File: config.mk
export PLATFORM = sky130hd
export DESIGN_NAME = multicycle_ctrl
export DESIGN_NICKNAME = d
export VERILOG_FILES = /design/src/rtl/multicycle_ctrl.sv
export SDC_FILE = /design/constraint.sdc
export NUM_CORES = 1
export LEC_CHECK = 0
export BUFFER_PORTS_ARGS = -buffer_cell sky130_fd_sc_hd__buf_2
export CORE_MARGIN = 5
export CORE_UTILIZATION = 41
export DETAILED_ROUTE_END_ITERATION = 7
export PLACE_DENSITY = 0.72
export SYNTH_ARGS = -nofsm -noshare
export SYNTH_HDL_FRONTEND = slang
export SYNTH_SLANG_ARGS = --single-unit
export TNS_END_PERCENT = 100
File: constraint.sdc
create_clock -name clk -period 1.5 [get_ports clk]
set_input_delay 0.075 -clock clk [delete_from_list [all_inputs] [get_ports clk]]
set_output_delay 0.075 -clock clk [all_outputs]
set_load 0.03 [all_outputs]
File: src/rtl/multicycle_ctrl.sv
// multicycle_ctrl: main control FSM for the multicycle MIPS datapath.
// It sequences fetch, decode, execute, memory and write-back, and drives
// every datapath enable and mux select. Memory accesses wait on memReady.
// Build option: define MC_ADDI_EN to add the addi states (ADDIEX/ADDIWB).
// Without it, opcode 001000 is decoded as illegal.
//
// state  | meaning
// -------+----------------------------------------------
// FETCH  | read instruction at PC, PC+4 (waits on memReady)
// DECODE | read registers, compute branch target, dispatch
// MEMADR | effective address for lw/sw
// MEMRD  | data read (waits on memReady)
// MEMWB  | load result written to rt
// MEMWR  | data write (waits on memReady)
// EXEC   | R-type ALU operation
// RWB    | R-type result written to rd
// BRANCH | beq compare and conditional PC load
// JUMP   | jump target loaded into PC
// ADDIEX | addi ALU operation (MC_ADDI_EN only)
// ADDIWB | addi result written to rt (MC_ADDI_EN only)

module multicycle_ctrl (
    input  logic       clk,
    input  logic       rst,
    input  logic [5:0] opCode,
    input  logic       memReady,
    output logic       pcWrite,
    output logic       pcWriteCond,
    output logic [1:0] pcSource,
    output logic       iorD,
    output logic       memRead,
    output logic       memWrite,
    output logic       irWrite,
    output logic       memToReg,
    output logic       regDst,
    output logic       regWrite,
    output logic       aluSrcA,
    output logic [1:0] aluSrcB,
    output logic [1:0] aluOp,
    output logic [3:0] state,
    output logic       illegalOp
);

    localparam logic [5:0] OP_RTYPE = 6'b000000;
    localparam logic [5:0] OP_LW    = 6'b100011;
    localparam logic [5:0] OP_SW    = 6'b101011;
    localparam logic [5:0] OP_BEQ   = 6'b000100;
    localparam logic [5:0] OP_J     = 6'b000010;
`ifdef MC_ADDI_EN
    localparam logic [5:0] OP_ADDI  = 6'b001000;
`endif

    typedef enum logic [3:0] {
        S_FETCH  = 4'd0,
        S_DECODE = 4'd1,
        S_MEMADR = 4'd2,
        S_MEMRD  = 4'd3,
        S_MEMWB  = 4'd4,
        S_MEMWR  = 4'd5,
        S_EXEC   = 4'd6,
        S_RWB    = 4'd7,
        S_BRANCH = 4'd8,
        S_JUMP   = 4'd9
`ifdef MC_ADDI_EN
        ,
        S_ADDIEX = 4'd10,
        S_ADDIWB = 4'd11
`endif
    } state_t;

    state_t     state_q;
    state_t     state_d;
    logic [5:0] op_q;

    // State register; opcode captured at the end of DECODE so MEMADR
    // does not depend on the instruction register staying stable.
    always_ff @(posedge clk) begin
        if (rst) begin
            state_q <= S_FETCH;
            op_q    <= 6'd0;
        end else begin
            state_q <= state_d;
            if (state_q == S_DECODE)
                op_q <= opCode;
        end
    end

    // Next-state and Moore outputs; reset forces every output low
    // immediately so an aborted instruction issues no further writes.
    always_comb begin
        state_d     = S_FETCH;
        pcWrite     = 1'b0;
        pcWriteCond = 1'b0;
        pcSource    = 2'b00;
        iorD        = 1'b0;
        memRead     = 1'b0;
        memWrite    = 1'b0;
        irWrite     = 1'b0;
        memToReg    = 1'b0;
        regDst      = 1'b0;
        regWrite    = 1'b0;
        aluSrcA     = 1'b0;
        aluSrcB     = 2'b00;
        aluOp       = 2'b00;
        illegalOp   = 1'b0;

        case (state_q)
            S_FETCH: begin
                memRead = 1'b1;
                aluSrcB = 2'b01;
                irWrite = memReady;
                pcWrite = memReady;
                state_d = memReady ? S_DECODE : S_FETCH;
            end
            S_DECODE: begin
                aluSrcB = 2'b11;
                case (opCode)
                    OP_RTYPE:     state_d = S_EXEC;
                    OP_LW, OP_SW: state_d = S_MEMADR;
                    OP_BEQ:       state_d = S_BRANCH;
                    OP_J:         state_d = S_JUMP;
`ifdef MC_ADDI_EN
                    OP_ADDI:      state_d = S_ADDIEX;
`endif
                    default: begin
                        illegalOp = 1'b1;
                        state_d   = S_FETCH;
                    end
                endcase
            end
            S_MEMADR: begin
                aluSrcA = 1'b1;
                aluSrcB = 2'b10;
                state_d = (op_q == OP_SW) ? S_MEMWR : S_MEMRD;
            end
            S_MEMRD: begin
                memRead = 1'b1;
                iorD    = 1'b1;
                state_d = memReady ? S_MEMWB : S_MEMRD;
            end
            S_MEMWB: begin
                regWrite = 1'b1;
                memToReg = 1'b1;
            end
            S_MEMWR: begin
                memWrite = 1'b1;
                iorD     = 1'b1;
                state_d  = memReady ? S_FETCH : S_MEMWR;
            end
            S_EXEC: begin
                aluSrcA = 1'b1;
                aluOp   = 2'b10;
                state_d = S_RWB;
            end
            S_RWB: begin
                regWrite = 1'b1;
                regDst   = 1'b1;
            end
            S_BRANCH: begin
                aluSrcA     = 1'b1;
                aluOp       = 2'b01;
                pcWriteCond = 1'b1;
                pcSource    = 2'b01;
            end
            S_JUMP: begin
                pcWrite  = 1'b1;
                pcSource = 2'b10;
            end
`ifdef MC_ADDI_EN
            S_ADDIEX: begin
                aluSrcA = 1'b1;
                aluSrcB = 2'b10;
                state_d = S_ADDIWB;
            end
            S_ADDIWB: begin
                regWrite = 1'b1;
            end
`endif
            default: state_d = S_FETCH;
        endcase

        if (rst) begin
            state_d     = S_FETCH;
            pcWrite     = 1'b0;
            pcWriteCond = 1'b0;
            pcSource    = 2'b00;
            iorD        = 1'b0;
            memRead     = 1'b0;
            memWrite    = 1'b0;
            irWrite     = 1'b0;
            memToReg    = 1'b0;
            regDst      = 1'b0;
            regWrite    = 1'b0;
            aluSrcA     = 1'b0;
            aluSrcB     = 2'b00;
            aluOp       = 2'b00;
            illegalOp   = 1'b0;
        end
    end

    assign state = rst ? 4'd0 : state_q;

endmodule

=== After elaboration in Yosys (flattened, before gate mapping) ===
Cells that the tools add are included.

* Equality and inequality tests: 14
* Mux-type cells: 36
* Reductions and logical operators: 8

{| class="wikitable"
|+ Operator list
! operator !! number
|-
| case mux 4 bit (6 select lines) || 1
|-
| 2-to-1 mux 1 bit || 23
|-
| == test 6 bit, second input constant || 3
|-
| == test 4 x 3 -> 1 bit, second input constant || 4
|-
| case mux 4 bit (4 select lines) || 1
|-
| 2-to-1 mux 3 bit || 3
|-
| == test 4 x 2 -> 1 bit, second input constant || 2
|-
| == test 4 bit, second input constant || 2
|-
| case mux 2 bit (2 select lines) || 2
|-
| OR reduction 2 bit || 4
|-
| == test 6 x 2 -> 1 bit, second input constant || 1
|-
| == test 6 x 3 -> 1 bit, second input constant || 1
|-
| zero test 6 bit || 1
|-
| 2-to-1 mux 2 bit || 3
|-
| case mux 2 bit (3 select lines) || 1
|-
| OR reduction 5 bit || 1
|-
| == test 4 x 1 -> 1 bit, second input constant || 1
|-
| zero test 4 bit || 1
|-
| 2-to-1 mux 4 bit || 1
|-
| OR reduction 3 bit || 1
|-
| case mux 1 bit (2 select lines) || 1
|}

* Register bits after elaboration: 10
* Output and inout bits: 21
* Word-level logic and storage cells: 60

=== Depth between registers and ports, before layout ===
Gate-level depths: netlist of the first run.

* Word-level depth: 5
* Mapped depth: 5
* Depth with buffers taken out: 4

=== Least setup slack after synthesis of the first run ===
Ideal clock, no wire load.

* Path type: register -> output
* Start point: reg state_q[1]
* End point: out pcWrite
* Data arrival time: 2,047 ps
* Slack: -622 ps
* Stages on the path, launching flop included: 5
* Path buffers: 1
* Cells stage by stage: dfxtp_1 > buf_2 > or3_1 > nor3_1 > or2_1

* Cells in the longest elaborated chain, start to end: 3
* Elaborated cells between the ends (all ways): 4

{| class="wikitable"
|+ Ends and longest elaborated chain
! element !! RTL line !! text
|-
| start, declared || 71 || <nowiki>state_t state_q;</nowiki>
|-
| start signal, assigned || 82 || <nowiki>state_q <= state_d;</nowiki>
|-
| == test 4 bit / zero test 4 bit (equally long branches) || 107 || <nowiki>case (state_q)</nowiki>
|-
| case mux 1 bit (2 select lines) * || 107 ||
|-
| 2-to-1 mux 1 bit * || 182 || <nowiki>if (rst) begin</nowiki>
|-
| end, declared || 27 || <nowiki>output logic pcWrite,</nowiki>
|}

Every way passes the cells marked *; elsewhere a longest branch is shown, timed or not.

=== Final worst setup path of the first run ===
* Start point: reg state_q[3]
* End point: out illegalOp

* Cells in the longest elaborated chain, start to end: 3

{| class="wikitable"
|+ Ends and longest elaborated chain
! element !! RTL line !! text
|-
| == test 4 x 1 -> 1 bit || 107 ||
|-
| 2-to-1 mux 1 bit || 107 ||
|-
| 2-to-1 mux 1 bit || 182 ||
|-
| end, declared || 41 || <nowiki>output logic illegalOp</nowiki>
|}

Every way passes these cells.

==> reports/qor.csv, run 1 <==
stage,metric,value,unit
synth,Post-synth top cells,"nor2_1 (19), dfxtp_1 (10), nor3_1 (7)",
global_routing,GRT Resource Usage Total,15.99,%
global_routing,initial antenna violation count,0,
synth,"Seq/Total Area, Yosys",27.68,%
synth,"Net Count, Synth",105,
finish,register area,210.2,µm²
synth,Yosys top cell by area,dfxtp_1,
critical_path,Crit Path Category,reg -> out,
cts,Bufs on Longest Clock Path,2,
routing,Initial DRC Count,6,
die,Site Rows,15,
finish,Layout Nets,148,
synth,most numerous cell in the Yosys netlist,nor2_1,
cts,CTS tree,built,
die,I/O Pins,30,
routing,DRC viols,0,
power_and_ir_drop,sequential power share,40.8,%
power_and_ir_drop,Gate power share,24.7,%
power_and_ir_drop,power share of the clock group,34.4,%
synth,Synth Instances,96,
synth,Post-synth ARST share,0,%
finish,FILL cells,139,
critical_path,worst path required time,1.42,ns
cts,worst skew pair latency,0.26,ns
global_routing,number of global-route vias before repair,832,
critical_path,crit path launch type,flop,
power_and_ir_drop,leak pwr,0.5443,nW
placement,DP Area,973.4,µm²
die,Core ar.,0.001708,mm²
synth,Yosys top cell area share,27.68,%
routing,Via density,5.160,
critical_path,Critical Path AT,1.50,ns
synth,#FFs+latches synth,10,
finish,Final Non-Filler Cells,163,
timing,final hold violation count,0,
timing,RSZ-0062 raised after global routing,yes,
placement,final RePlAce weighted congestion,0.8447,
finish,area of the multi-input gates,591.8,µm²
die,full die area,0.002704,mm²
routing,Vias,841,
timing,Clock Skew,0.002106,ns
cts,CTS Root Cell,clkbuf_4,
power_and_ir_drop,switch share,28.01,%
placement,placed cell count,153,
power_and_ir_drop,Int Pwr,0.0004970,W
global_routing,total overflow reported by the global router,0,
synth,yosys warns,0,
timing,fmax,633.0,MHz
power_and_ir_drop,maximum vdd ir drop,0.0005496,V
placement,I/O Buffers,29,
finish,Antenna diodes,0,
power_and_ir_drop,Pwr Density,572.4,mW/mm²
routing,Avg WL per Cell,13.50,µm
cts,clock sink count,10,
synth,Synth cell types,35,
timing,hold slack,0.01262,ns
placement,Place WS,-0.1353,ns
placement,Detail Placement HPWL,1623,µm
run,max_cap viols,0,
status,violated checks,negative setup slack,
timing,max-slew violation count,0,
critical_path,CP endpoint kind,output pin,
cts,clock slew at reported path FFs,0.07,ns
critical_path,Critical Path Fanout Max,3,
power_and_ir_drop,NetSw,0.0001934,W
routing,DRT Pass-1 Iters,4,
worst_hold_path,Hold WC Path Type,in -> reg,
routing,DRT antenna net count,0,
cts,H-tree Lvls,1,
finish,final non-filler cell area,0.001206,mm²
global_routing,first-pass GRT wire length,3353,µm
cts,CTS buffer count,3,
finish,share of cells above drive strength 1,55.07,%
synth,Synth area leaders,"dfxtp_1 (28%), nor2_1 (9.9%), mux2i_1 (8.3%), nor3_1 (4.8%), nand2b_1 (4.3%)",
status,outcome,"complete, but fails checks",
timing,Slew Limit Headroom,79.43,%
timing,final setup vio count,3,
timing,Worst Tran Pin Value,0.3053,ns
synth,"EDFF count, synth",0,
synth,Syn Area/Cell,7.533,µm²
synth,dominant synthesized flop cell,dfxtp_1,
synth,synthesized area,723.2,µm²
finish,Layout area overhead,66.78,%
die,Initial Util,42.34,%
global_routing,pin count of the biggest net entering global routing,17,
timing,period utilization,105.3,%
die,Die Ht,52,µm
timing,"Worst Setup Slack, final",-0.07973,ns
timing,Final min period,1.580,ns
die,Chip Width,52,µm
routing,total wire length,2200,µm
==> stage by stage <==
step	power, W	utilization (%)	TNS (ns)
2_1_floorplan	0.0003829	-	-0.4628
3_3_place_gp	0.0004308	57.00	-0.02033
3_5_place_dp	0.0004335	57.00	-0.1353
4_1_cts	0.0006835	64.84	-0.1544
5_1_grt	0.0007309	70.62	-0.5148
6_report	0.0006904	70.62	-0.1079
==> final timing paths <==
path / start / end / slack, ns / cells past startpoint
worst max-delay path: state_q[3]$_SDFF_PP0_ / illegalOp / -0.08 / 3
worst min-delay path: opCode[4] / state_q[3]$_SDFF_PP0_ / 0.01 / 2
worst max register to register: state_q[0]$_SDFF_PP0_ / state_q[2]$_SDFF_PP0_ / 0.01 / 4
worst min register to register: op_q[2]$_SDFFE_PP0P_ / op_q[2]$_SDFFE_PP0P_ / 0.48 / 2
==> layout make-up <==
type | count | share of cell area (%)
clock buffers | 4 | 3.008
inverters | 4 | 1.245
multi-input cells | 75 | 49.07
flip-flops and latches | 10 | 17.43
well taps | 25 | 2.593
repair buffers | 45 | 26.66
==> logic make-up after synthesis <==
| family | Yosys count | share of synthesized area [%] |
|---|---|---|
| DFF | 10 | 27.68 |
| and+or+nand+nor | 52 | 39.97 |
| buffers and inverters | 11 | 7.612 |
| AOI/OAI and AO/OA | 15 | 14.01 |
| muxes | 6 | 8.305 |
| xor gates and xnor gates | 2 | 2.423 |
==> repair_timing <==
action | CTS | global route
buffers inserted | 4 | 2
hold buffers | 0 | 0
gates resized for setup | 23 | 23
setup endpoints to repair | 15 | 17
pin swaps | 5 | 7
==> routing by layer <==
metal | track usage, % | up-vias | part of all wire [%]
li1 | - | 419 | -
met1 | 17.82 | 379 | 42
met2 | 27.82 | 35 | 48
met3 | 3.152 | 8 | 7.5
met4 | 9.170 | 0 | 2.7
met5 | 0 | - | 0
==> layout by cell type, fill, tap and decap left out, types with 4 or more instances in the layout <==
cell	instances
buf_2	20
buf_4	16
nor2_1	15
buf_6	9
mux2i_1	6
dfxtp_1	6
inv_1	4
nand2b_1	4
==> sequential cells by signal (all words and copies together), names as in the netlist <==
signal,cells
op_q,6
state_q,4
==> power groups by stage <==
stage | Combinational (W) | Clock (W) | Sequential [W]
after floorplan | 0.0000973 | 0 | 0.000286
after global placement | 0.000142 | 0 | 0.000288
after detailed placement | 0.000145 | 0 | 0.000289
after CTS | 0.000159 | 0.000243 | 0.000282
after global routing | 0.000183 | 0.000265 | 0.000283
final | 0.000171 | 0.000238 | 0.000282
==> critical path, stage by stage, from the launching register on <==
cell and delay (ns):
dfxtp_4 0.35, or4_4 0.54, a211oi_2 0.16, buf_4 0.19
No activity file was read; power rests on OpenSTA's default activity.
==> inputs of run 2 (changes only) <==
Settings changed: SKIP_LAST_GASP set to 1.
==> reports/qor.csv, run 2 (same netlist as run 1, synthesis figures left out) <==
stage,metric,value,unit
timing,max-slew violation count,0,
critical_path,cell count of the worst reg-to-reg path,4,
finish,share of cells above drive strength 1,53.62,%
timing,Clock Skew,0.002059,ns
power_and_ir_drop,maximum vdd ir drop,0.0005487,V
routing,M1 WL,907,µm
routing,DRT Pass-1 Iters,4,
critical_path,Critical Path AT,1.53,ns
status,outcome,"complete, but fails checks",
finish,highest-count cells in the layout ignoring fill and taps,"buf_2 (20), buf_4 (16), nor2_1 (15), buf_6 (9)",
global_routing,pin count of the biggest net entering global routing,17,
timing,final hold violation count,0,
worst_hold_path,Hold Path Cell Cnt,2,
die,full die area,0.002704,mm²
global_routing,total overflow reported by the global router,0,
cts,hold buffer count at CTS,0,
critical_path,worst path required time,1.42,ns
finish,max reg flops,6,
routing,Avg WL per Cell,13.12,µm
placement,Detail Placement HPWL,1623,µm
cts,Bufs on Longest Clock Path,2,
status,violated checks,negative setup slack,
finish,Util after Layout,69.67,%
timing,period utilization,106.7,%
run,max_cap viols,0,
worst_hold_path,Hold WC Path Type,in -> reg,
routing,Via density,5.110,
timing,"Worst Setup Slack, final",-0.1010,ns
global_routing,number of global-route vias before repair,824,
global_routing,first-pass GRT wire length,3353,µm
routing,met2 WL,1050,µm
routing,Initial DRC Count,16,
finish,"most common cell after layout, fill and taps aside",buf_2,
routing,uppermost layer routed,met4,
critical_path,Crit Path Category,reg -> out,
cts,CTS Root Cell,clkbuf_4,
routing,Vias,833,
global_routing,GRT Resource Usage Total,15.99,%
timing,Final min period,1.601,ns
finish,Final Non-Filler Cells,163,
timing,Slew Limit Headroom,79.57,%
critical_path,Critical Path Fanout Max,3,
die,I/O Pins,30,
routing,total wire length,2139,µm
finish,Layout Nets,148,
routing,WL met3,154,µm
die,Die Ht,52,µm
finish,Antenna diodes,0,
routing,DRC viols,0,
die,Site Rows,15,
global_routing,initial antenna violation count,0,
timing,final setup TNS,-0.1230,ns
power_and_ir_drop,overall power,0.0006879,W
cts,H-tree Lvls,1,
power_and_ir_drop,leak pwr,0.5417,nW
finish,Layout area overhead,64.53,%
finish,Top reg by flops,op_q,
critical_path,crit path launch type,flop,
finish,biggest regs,"op_q (6), state_q (4)",
cts,CTS tree,built,
die,Chip Width,52,µm
cts,clock slew at reported path FFs,0.07,ns
cts,clock sink count,10,
power_and_ir_drop,Pwr Density,578.1,mW/mm²
placement,final RePlAce weighted congestion,0.8447,
cts,CTS buffer count,3,
timing,final setup vio count,3,
timing,fmax,624.6,MHz
die,Initial Util,42.34,%
cts,worst skew pair latency,0.26,ns
die,Core ar.,0.001708,mm²
critical_path,CP endpoint kind,output pin,
timing,RSZ-0062 raised after global routing,yes,
routing,DRT antenna net count,0,
placement,placed cell count,153,
timing,Worst Tran Pin Value,0.3032,ns
placement,I/O Buffers,29,
==> run 2: cell types whose count changed in the layout (fill, tap and decap cells not counted) <==
| cell | before | now |
|---|---|---|
| nand2b_4 | 1 | 0 |
| a21oi_2 | 1 | 0 |
| nor2_4 | 3 | 2 |
| a21oi_1 | 3 | 4 |
| nand2b_1 | 4 | 5 |
| nor2_2 | 1 | 2 |
==> run 2: metrics by stage <==
step	setup slack, ns	hold WS, ns	cell area (µm²)
final	-0.1010	0.01273	1190
after global routing	-0.1760	0.007714	1190
after CTS	-0.1048	0.006219	1104
after detailed placement	-0.1353	0.3020	973.4
after floorplan	-0.2375	0.1535	762.0
after global placement	-0.02033	0.3019	973.4
==> run 2: area by class of cell <==
type / count / area [µm²]
timing repair buffer: 45 / 321.6
multi-input combinational: 75 / 575.6
clock buffer: 4 / 36.28
sequential: 10 / 210.2
inverter: 4 / 15.01
fill: 142 / 518.0
tap: 25 / 31.28
==> run 2: worst paths after layout <==
check,start,endpoint,slack (ns)
worst min register to register,op_q[2]$_SDFFE_PP0P_,op_q[2]$_SDFFE_PP0P_,0.49
worst max-delay path,state_q[1]$_SDFF_PP0_,illegalOp,-0.10
worst max register to register,state_q[0]$_SDFF_PP0_,state_q[2]$_SDFF_PP0_,0.04
worst min-delay path,opCode[4],state_q[3]$_SDFF_PP0_,0.01
==> run 2: where the power goes <==
| group | leakage (nW) | internal (W) | total (W) | switching, W |
|---|---|---|---|---|
| clock | 0.0210 | 0.000147 | 0.000238 | 0.0000905 |
| combinational | 0.437 | 0.0000749 | 0.000169 | 0.0000938 |
| sequential | 0.0839 | 0.000273 | 0.000281 | 0.00000785 |
| total | 0.542 | 0.000496 | 0.000688 | 0.000192 |
==> run 2: critical path, cell delays in order (launching register included) <==
cell      delay (ns)
dfxtp_2         0.33
nand2b_1        0.15
or4_4           0.43
a211oi_2        0.16
buf_4           0.19
==> run 2: per-layer routing <==
| metal | GRT usage (%) | vias up |
|---|---|---|
| li1 | - | 418 |
| met1 | 17.99 | 377 |
| met2 | 29.08 | 34 |
| met3 | 2.865 | 4 |
| met4 | 6.550 | 0 |
| met5 | 0 | - |
==> run 2: timing repair <==
action                     4_1_cts  5_1_grt
buffers inserted                 4        2
pin swaps                        5        7
setup endpoints to repair       15       17
gates resized for setup         22       21
